$ cat config.mk
export PLATFORM = sky130hd
export DESIGN_NAME = call_stack
export DESIGN_NICKNAME = d
export VERILOG_FILES = /design/src/rtl/gpp_pkg.sv /design/src/rtl/call_stack.sv
export SDC_FILE = /design/constraint.sdc
export NUM_CORES = 1
export LEC_CHECK = 0
export ABC_AREA = 1
export CAP_MARGIN = 15
export CORE_MARGIN = 2
export CORE_UTILIZATION = 30
export DETAILED_ROUTE_END_ITERATION = 6
export PLACE_DENSITY = 0.46
export SYNTH_ARGS = -nofsm -noshare
export SYNTH_HDL_FRONTEND = slang
export SYNTH_SLANG_ARGS = --single-unit
$ cat constraint.sdc
create_clock -name clk -period 5 [get_ports clk]
set_input_delay 0.5 -clock clk [delete_from_list [all_inputs] [get_ports clk]]
set_output_delay 0.5 -clock clk [all_outputs]
set_load 0.02 [all_outputs]
$ cat src/rtl/gpp_pkg.sv
//------------------------------------------------------------------------------
// Module   : gpp_pkg
// Purpose  : Shared definitions for the general-purpose processor datapath:
//            PC / return-address width, call-stack depth and the push/pop
//            operation encoding driven by the control unit.
// Ports    : none (package)
// Revision : 1.0 - initial release
//------------------------------------------------------------------------------
`default_nettype none

package gpp_pkg;

    localparam int ADDR_W           = 16;
    localparam int CALL_STACK_DEPTH = 8;

    // Encoding is simply {push, pop}, so the control unit can drive the two
    // strobes directly and the stack can decode them as one operation.
    typedef enum logic [1:0] {
        STK_IDLE    = 2'b00,
        STK_POP     = 2'b01,
        STK_PUSH    = 2'b10,
        STK_REPLACE = 2'b11
    } stack_op_e;

    function automatic stack_op_e stack_op(input logic push, input logic pop);
        return stack_op_e'({push, pop});
    endfunction

endpackage

`default_nettype wire

$ cat src/rtl/call_stack.sv
//------------------------------------------------------------------------------
// Module   : call_stack
// Purpose  : LIFO return-address stack for CALL/RET. The top entry is
//            presented combinationally on dout so the PC can load it on the
//            same edge that pop is asserted.
// Ports    : clk      - single clock, rising edge
//            rst      - asynchronous, active-low reset
//            push     - store din (CALL)
//            pop      - remove top entry (RET, shared with PC STACK_POP)
//            din      - return address to store
//            dout     - top-of-stack entry, zero when empty
//            empty    - count == 0
//            full     - count == DEPTH
//            count    - current occupancy, 0..DEPTH
//            err_ovf  - sticky overflow flag (push on full)
//            err_unf  - sticky underflow flag (pop on empty)
// Options  : CALL_STACK_ERR_EN - when defined, err_ovf/err_unf are sticky
//            registers cleared only by reset; otherwise both are tied to 0.
// Revision : 1.0 - initial release
//------------------------------------------------------------------------------
`default_nettype none

module call_stack
    import gpp_pkg::*;
#(
    parameter int WIDTH = ADDR_W,
    parameter int DEPTH = CALL_STACK_DEPTH   // power of two, >= 2
) (
    input  logic                     clk,
    input  logic                     rst,
    input  logic                     push,
    input  logic                     pop,
    input  logic [WIDTH-1:0]         din,
    output logic [WIDTH-1:0]         dout,
    output logic                     empty,
    output logic                     full,
    output logic [$clog2(DEPTH):0]   count,
    output logic                     err_ovf,
    output logic                     err_unf
);

    localparam int AW = $clog2(DEPTH);
    localparam int CW = AW + 1;

    logic [WIDTH-1:0] mem [DEPTH];
    logic [CW-1:0]    sp;
    logic [CW-1:0]    sp_next;
    logic [CW-1:0]    sp_dec;
    logic [AW-1:0]    top_idx;
    logic [AW-1:0]    wr_idx;
    logic             wr_en;
    stack_op_e        op;

    assign op      = stack_op(push, pop);
    assign sp_dec  = sp - CW'(1);
    assign top_idx = sp_dec[AW-1:0];
    assign empty   = (sp == '0);
    assign full    = (sp == CW'(DEPTH));
    assign count   = sp;
    // Empty masks whatever stale data sits in the unreset array.
    assign dout    = empty ? '0 : mem[top_idx];

    always_comb begin
        sp_next = sp;
        wr_en   = 1'b0;
        wr_idx  = sp[AW-1:0];
        case (op)
            STK_PUSH: begin
                if (!full) begin
                    wr_en   = 1'b1;
                    sp_next = sp + CW'(1);
                end
            end
            STK_POP: begin
                if (!empty) begin
                    sp_next = sp_dec;
                end
            end
            STK_REPLACE: begin
                // Simultaneous RET+CALL overwrites the top in place (also when
                // full); on an empty stack it degenerates to a plain push.
                wr_en = 1'b1;
                if (empty) begin
                    sp_next = sp + CW'(1);
                end else begin
                    wr_idx = top_idx;
                end
            end
            default: ;
        endcase
    end

    always_ff @(posedge clk or negedge rst) begin
        if (!rst) begin
            sp <= '0;
        end else begin
            sp <= sp_next;
        end
    end

    // Storage is deliberately not reset; it is invisible while empty.
    always_ff @(posedge clk) begin
        if (wr_en) begin
            mem[wr_idx] <= din;
        end
    end

`ifdef CALL_STACK_ERR_EN
    logic ovf_flag;
    logic unf_flag;

    always_ff @(posedge clk or negedge rst) begin
        if (!rst) begin
            ovf_flag <= 1'b0;
            unf_flag <= 1'b0;
        end else begin
            if (op == STK_PUSH && full) begin
                ovf_flag <= 1'b1;
            end
            if (op == STK_POP && empty) begin
                unf_flag <= 1'b1;
            end
        end
    end

    assign err_ovf = ovf_flag;
    assign err_unf = unf_flag;
`else
    assign err_ovf = 1'b0;
    assign err_unf = 1'b0;
`endif

endmodule

`default_nettype wire

-- Yosys cells after proc, flatten, opt, wreduce, memory -nomap -nowiden
Memory sizes are Yosys's and may differ from the RTL's.
Cells that the tools add are included.
- memory bits (writable): 128
- output and inout port bits: 24
- input port bits: 20
- memories kept: 1
- bits in registers: 4
- memory list (memory ; depth ; width ; read ports ; clocked after memory_dff ; write ports ; line ; RTL):
    mem ; 8 ; 16 ; 1 ; 0 ; 1 ; call_stack.sv:45 ; logic [WIDTH-1:0] mem [DEPTH];
- eq/ne operators: 7
- add/sub/neg operators: 2
- reductions and logical operators: 3
- multiplexer cells: 11
- operator list (cell ; count):
    16-bit two-way mux ; 1
    4-bit two-way mux ; 3
    4-bit one-hot mux with 3 select lines ; 1
    3-bit two-way mux ; 2
    2-bit != test (second input constant) ; 3
    4-bit by 1-bit adder with 4-bit output (second input constant) ; 1
    2-bit equality test (second input constant) ; 2
    4-bit equality test (second input constant) ; 1
    4-bit zero test ; 1
    4-bit AND reduction ; 1
    4-bit by 1-bit subtractor with 4-bit output (second input constant) ; 1
    1-bit two-way mux ; 3
    3-bit nonzero test ; 1
    2-bit by 1-bit equality test with 1-bit output (second input constant) ; 1
    1-bit one-hot mux with 2 select lines ; 1

-- Depth between registers and ports, before layout
- depth in word-level cells: 5
- depth in mapped cells: 11
- depth with buffers taken out: 9

-- Least setup slack after synthesis
No wires, ideal clock.
- kind: reg2reg
- start point: register sp[0], in the netlist count[0]
- end point: memory mem[4][0] (netlist name), enable pin
- period minus slack after synthesis: 2962 ps
- setup time: 388 ps
- required time: 4612 ps
- data arrival time: 2574 ps
- buffers on the path: 3
- cell stages (with the launch flop): 10
- setup slack: 2038 ps
- path through: dfrtp_1 -> clkinv_1 -> clkbuf_1 -> ha_1 -> buf_2 -> clkbuf_1 -> nand3_1 -> nand2_1 -> nand2_1 -> nor2_1
- longest elaborated chain between the ends: 5
- RTL lines (element ; line ; RTL):
    start, declared ; call_stack.sv:46 ; logic [CW-1:0] sp;
    start signal, assigned ; call_stack.sv:97 ; sp <= sp_next;
    4-bit equality test ; call_stack.sv:58 ; assign full = (sp == CW'(DEPTH));
    1-bit two-way mux ; call_stack.sv:69 ; if (!full) begin
    1-bit one-hot mux with 2 select lines ; call_stack.sv:67 ; case (op)
    1-bit two-way mux ; call_stack.sv:103 ; if (wr_en) begin
    1-bit two-way mux (not written as such) ; call_stack.sv:104 ; mem[wr_idx] <= din;
    end, declared ; call_stack.sv:45 ;
Several ways; a longest one is shown, not always the timed one.

-- Final worst setup path
- start point: register sp[1], in the netlist count[1]
- end point: output port dout[2]
- longest elaborated chain between the ends: 3
- RTL lines (element ; line ; RTL):
    4-bit by 1-bit subtractor with 4-bit output ; call_stack.sv:55 ; assign sp_dec = sp - CW'(1);
    memory 8 x 16 bit ; -- ;
    16-bit two-way mux (*) ; call_stack.sv:61 ; assign dout = empty ? '0 : mem[top_idx];
    end, declared ; call_stack.sv:34 ; output logic [WIDTH-1:0] dout,
Mark *: on every way between the ends. The rest lies on a longest branch, timed or not.

==> flow_metrics.py <==
metrics = {
    "yosys": {
        "synth_top_area_cell": "edfxtp_1",
        "yosys-top-cells-area": "edfxtp_1 66%, nor2_1 11%, nand2_1 8.5%",
        "synth-seq-cells": 132,
        "yosysTopAreaCellShare_pct": 66.1,
        "synthCells": 576,
        "syn_area_per_cell_um2": 10.1,
        "synth_common_cells": "173 x nor2_1, 132 x nand2_1, 128 x edfxtp_1",
        "synthArstFlopShare_pct": 3.03,
        "synthMuxAreaShare_pct": 0,
        "ys_types": 22,
        "synthXorXnorAreaFrac_pct": 0.774,
        "synth_top_family_by_area": "simple AND/OR/NAND/NOR gates",
        "synth_compound_area_share_pct": 3.05,
        "yosys_warnings": 0,
        "synth_seq_area_share_pct": 67.8,
        "synth_edf_count": 128,
        "yosysMostFrequentCell": "nor2_1",
        "synthAdderAreaFrac_pct": 0.430,
        "synthesis.area_um2": 5820,
        "yosys.area_share.simple_pct": 22.0,
        "synthFlopType": "edfxtp_1",
    },
    "critical_path": {
        "regToRegEndpoint": "mem[1][9]",
        "reg2reg_slack_ns": 1.77,
        "path_buf_inv": 3,
        "path_class": "reg -> out",
        "cp_slowest_stage_delay_ns": 0.59,
        "rr_worst_depth": 9,
        "critical_path_depth": 9,
        "endpoint_kind": "primary output",
        "cp.arrival_ns": 2.92,
        "worstPathMaxFanout": 34,
        "cp_cell_sequence": "inv_1 > ha_1 > inv_2 > nor2_1 > o21ai_0 > nand2_1 > nor2_1 > nor2_1 > clkdlybuf4s50_1",
        "slowest_stage": "inv_2",
        "r2r-start": "count[1]",
        "worstSetupStartpointType": "flop",
        "crit_family": "buffers and inverters",
        "crit_end": "dout[2]",
        "cp.required_ns": 4.50,
        "startpoint": "count[1]",
        "cp_common_cell": "nor2_1",
    },
    "cells_and_area": {
        "regArea_um2": 3950,
        "drive_above_1_share_pct": 7.27,
        "design_area_um2": 7140,
        "area_delta_synth_final_pct": 22.8,
        "nFillCells": 1885,
        "multi_input_area_um2": 1540,
        "antennaDiodeCount": 0,
        "nNetsFinal": 642,
    },
    "clocking": {
        "post-cts-setup-buffers": 0,
        "clkTransAtPathRegs_ns": 0.05,
        "cts_buffer_depth": 2,
        "cts_resized": 0,
        "cts_tree": "yes",
        "cts-root-buf": "clkbuf_16",
        "hold_buffers": 0,
        "h-tree-depth": 4,
        "clkSinkCount": 132,
        "worstSkewPairLatency_ns": 0.42,
        "cts_inserted_buffers": 17,
    },
    "die": {
        "die_area_um2": 20500,
        "die-width_um": 143,
        "initial_core_util_pct": 30.8,
        "io_pins": 44,
        "rows": 50,
        "coreArea_um2": 18900,
        "die_h_um": 143,
    },
    "route": {
        "drc_errors": 0,
        "drt-initial-drc-count": 257,
        "via_count": 3848,
        "ant_nets": 0,
        "wl_per_cell_um": 14.8,
        "avgViaCountPerCell": 4.31,
        "firstDrtPassIters": 6,
        "drt-total-wl_mm": 13.2,
    },
    "run": {
        "drv_cap": 0,
    },
    "pwr": {
        "vdd_drop_max_mv": 0.383,
        "p_per_area_nw_per_um2": 777,
        "leakage_nw": 2.81,
    },
    "place": {
        "dpl.hpwl_mm": 7.54,
        "place_congestion": 0.714,
        "port_buffers": 41,
        "placed_area_um2": 6460,
        "pre_cts_slack_ns": 1.54,
    },
    "global_routing": {
        "grt-ovfl-total": 0,
        "antenna_found_initial": 0,
        "grt_pass1_vias": 3740,
        "grt_max_degree": 103,
        "grt_pass1_wl_mm": 20.9,
        "grt_usage_pct": 13.9,
    },
    "timing": {
        "skew_ns": 0.00511,
        "rsz0062_at_grt": "no",
        "drv_slew": 0,
        "fin_setup_tns_ns": 0,
        "final_hold_viol_count": 0,
        "finalCriticalPeriod_ns": 3.42,
        "tightestPinTransition_ns": 1.09,
        "fmax_ghz": 0.293,
        "worst_slack_ns": 1.58,
        "max-slew-margin-rel_pct": 27.6,
        "setup_viol": 0,
        "fin_crit_sh_pct": 68.3,
    },
    "hold_path": {
        "hold_class": "in -> async",
    },
    "outcome": {
        "status": "completed",
    },
}
==> power breakdown <==
part / internal [mW] / switching (mW)
registers: 1.44 / 0.0636
clock network: 0.928 / 0.452
logic: 0.974 / 1.69
==> layout by cell type (no fill, tap or decap), types with 2 or more instances in the layout <==
master           synthesis  routed
buf_4                   11      11
bufinv_16                0       6
clkbuf_16                0      17
clkdlybuf4s50_1          0      41
clkinv_1                 1       4
clkinv_4                 0       2
clkinvlp_4               0       3
conb_1                   1       2
dfrtp_1                  4       3
edfxtp_1               128     128
ha_1                     2       2
inv_1                   41      41
nand2_1                132     132
nand3_1                 23      23
nor2_1                 173     173
o21ai_0                 34      34
xor2_1                   2       2
==> per-stage QoR <==
| stage | utilization, % | hold slack [ns] | instances | power, mW |
|---|---|---|---|---|
| 3_3_place_gp | 34.2 | 0.614 | 860 | 4.19 |
| 5_1_grt | 37.8 | 0.300 | 893 | 5.96 |
| 4_1_cts | 37.7 | 0.297 | 892 | 5.60 |
| 2_1_floorplan | - | 0.204 | 577 | 3.28 |
| 3_5_place_dp | 34.2 | 0.636 | 860 | 4.20 |
| 6_report | 37.8 | 0.313 | 893 | 5.55 |
==> layer usage <==
metal	track usage (%)	part of all wire [%]	vias up
met2	23.0	47	61
met1	17.7	48	1819
met5	0	0	-
li1	-	-	1956
met3	3.12	3.2	12
met4	5.57	1.7	0
==> how the worst min path moves through the flow <==
| stage | start | end | slack, ns | cells after the start |
|---|---|---|---|---|
| floorplan | rst | count[0] | 0.20 | 0 |
| global placement | count[3] | count[3] | 0.61 | 2 |
| detailed placement | count[3] | count[3] | 0.64 | 2 |
| CTS | rst | count[3] | 0.30 | 1 |
| global route | rst | count[1] | 0.30 | 1 |
| finish | rst | count[1] | 0.31 | 1 |
==> worst reg2reg max path, stage by stage (launching register included) <==
cell and delay [ns]:
dfrtp_1 0.47, inv_1 0.11, ha_1 0.31, nand3_2 0.50
nand2_2 0.30, nand2_1 0.09, nand2_1 0.10, nand2_1 0.09
nor2_1 0.62, buf_4 0.33
==> cell type report <==
type                    instances  share of cell area [%]
clock buffers                  17                    5.95
clock inverters                15                    3.31
inverters                      43                    2.26
multi-input cells             373                    21.5
flip-flops and latches        132                    55.2
well taps                     260                    4.55
repair buffers                 53                    7.18
==> kinds of logic (layout without fill, tap and decap cells) <==
| kind of cell | count (synthesis) | after routing |
|---|---|---|
| and+or+nand+nor | 331 | 331 |
| DFF | 132 | 132 |
| buffers and inverters | 72 | 128 |
| AOI/OAI and AO/OA | 35 | 35 |
| xor gates and xnor gates | 3 | 3 |
| adders and majority gates | 2 | 2 |
| other | 1 | 2 |
==> registers in the layout, summed over array words and instances, names as in the netlist <==
name / count
mem: 128
count: 4
Power figures use the tool's default switching activity.
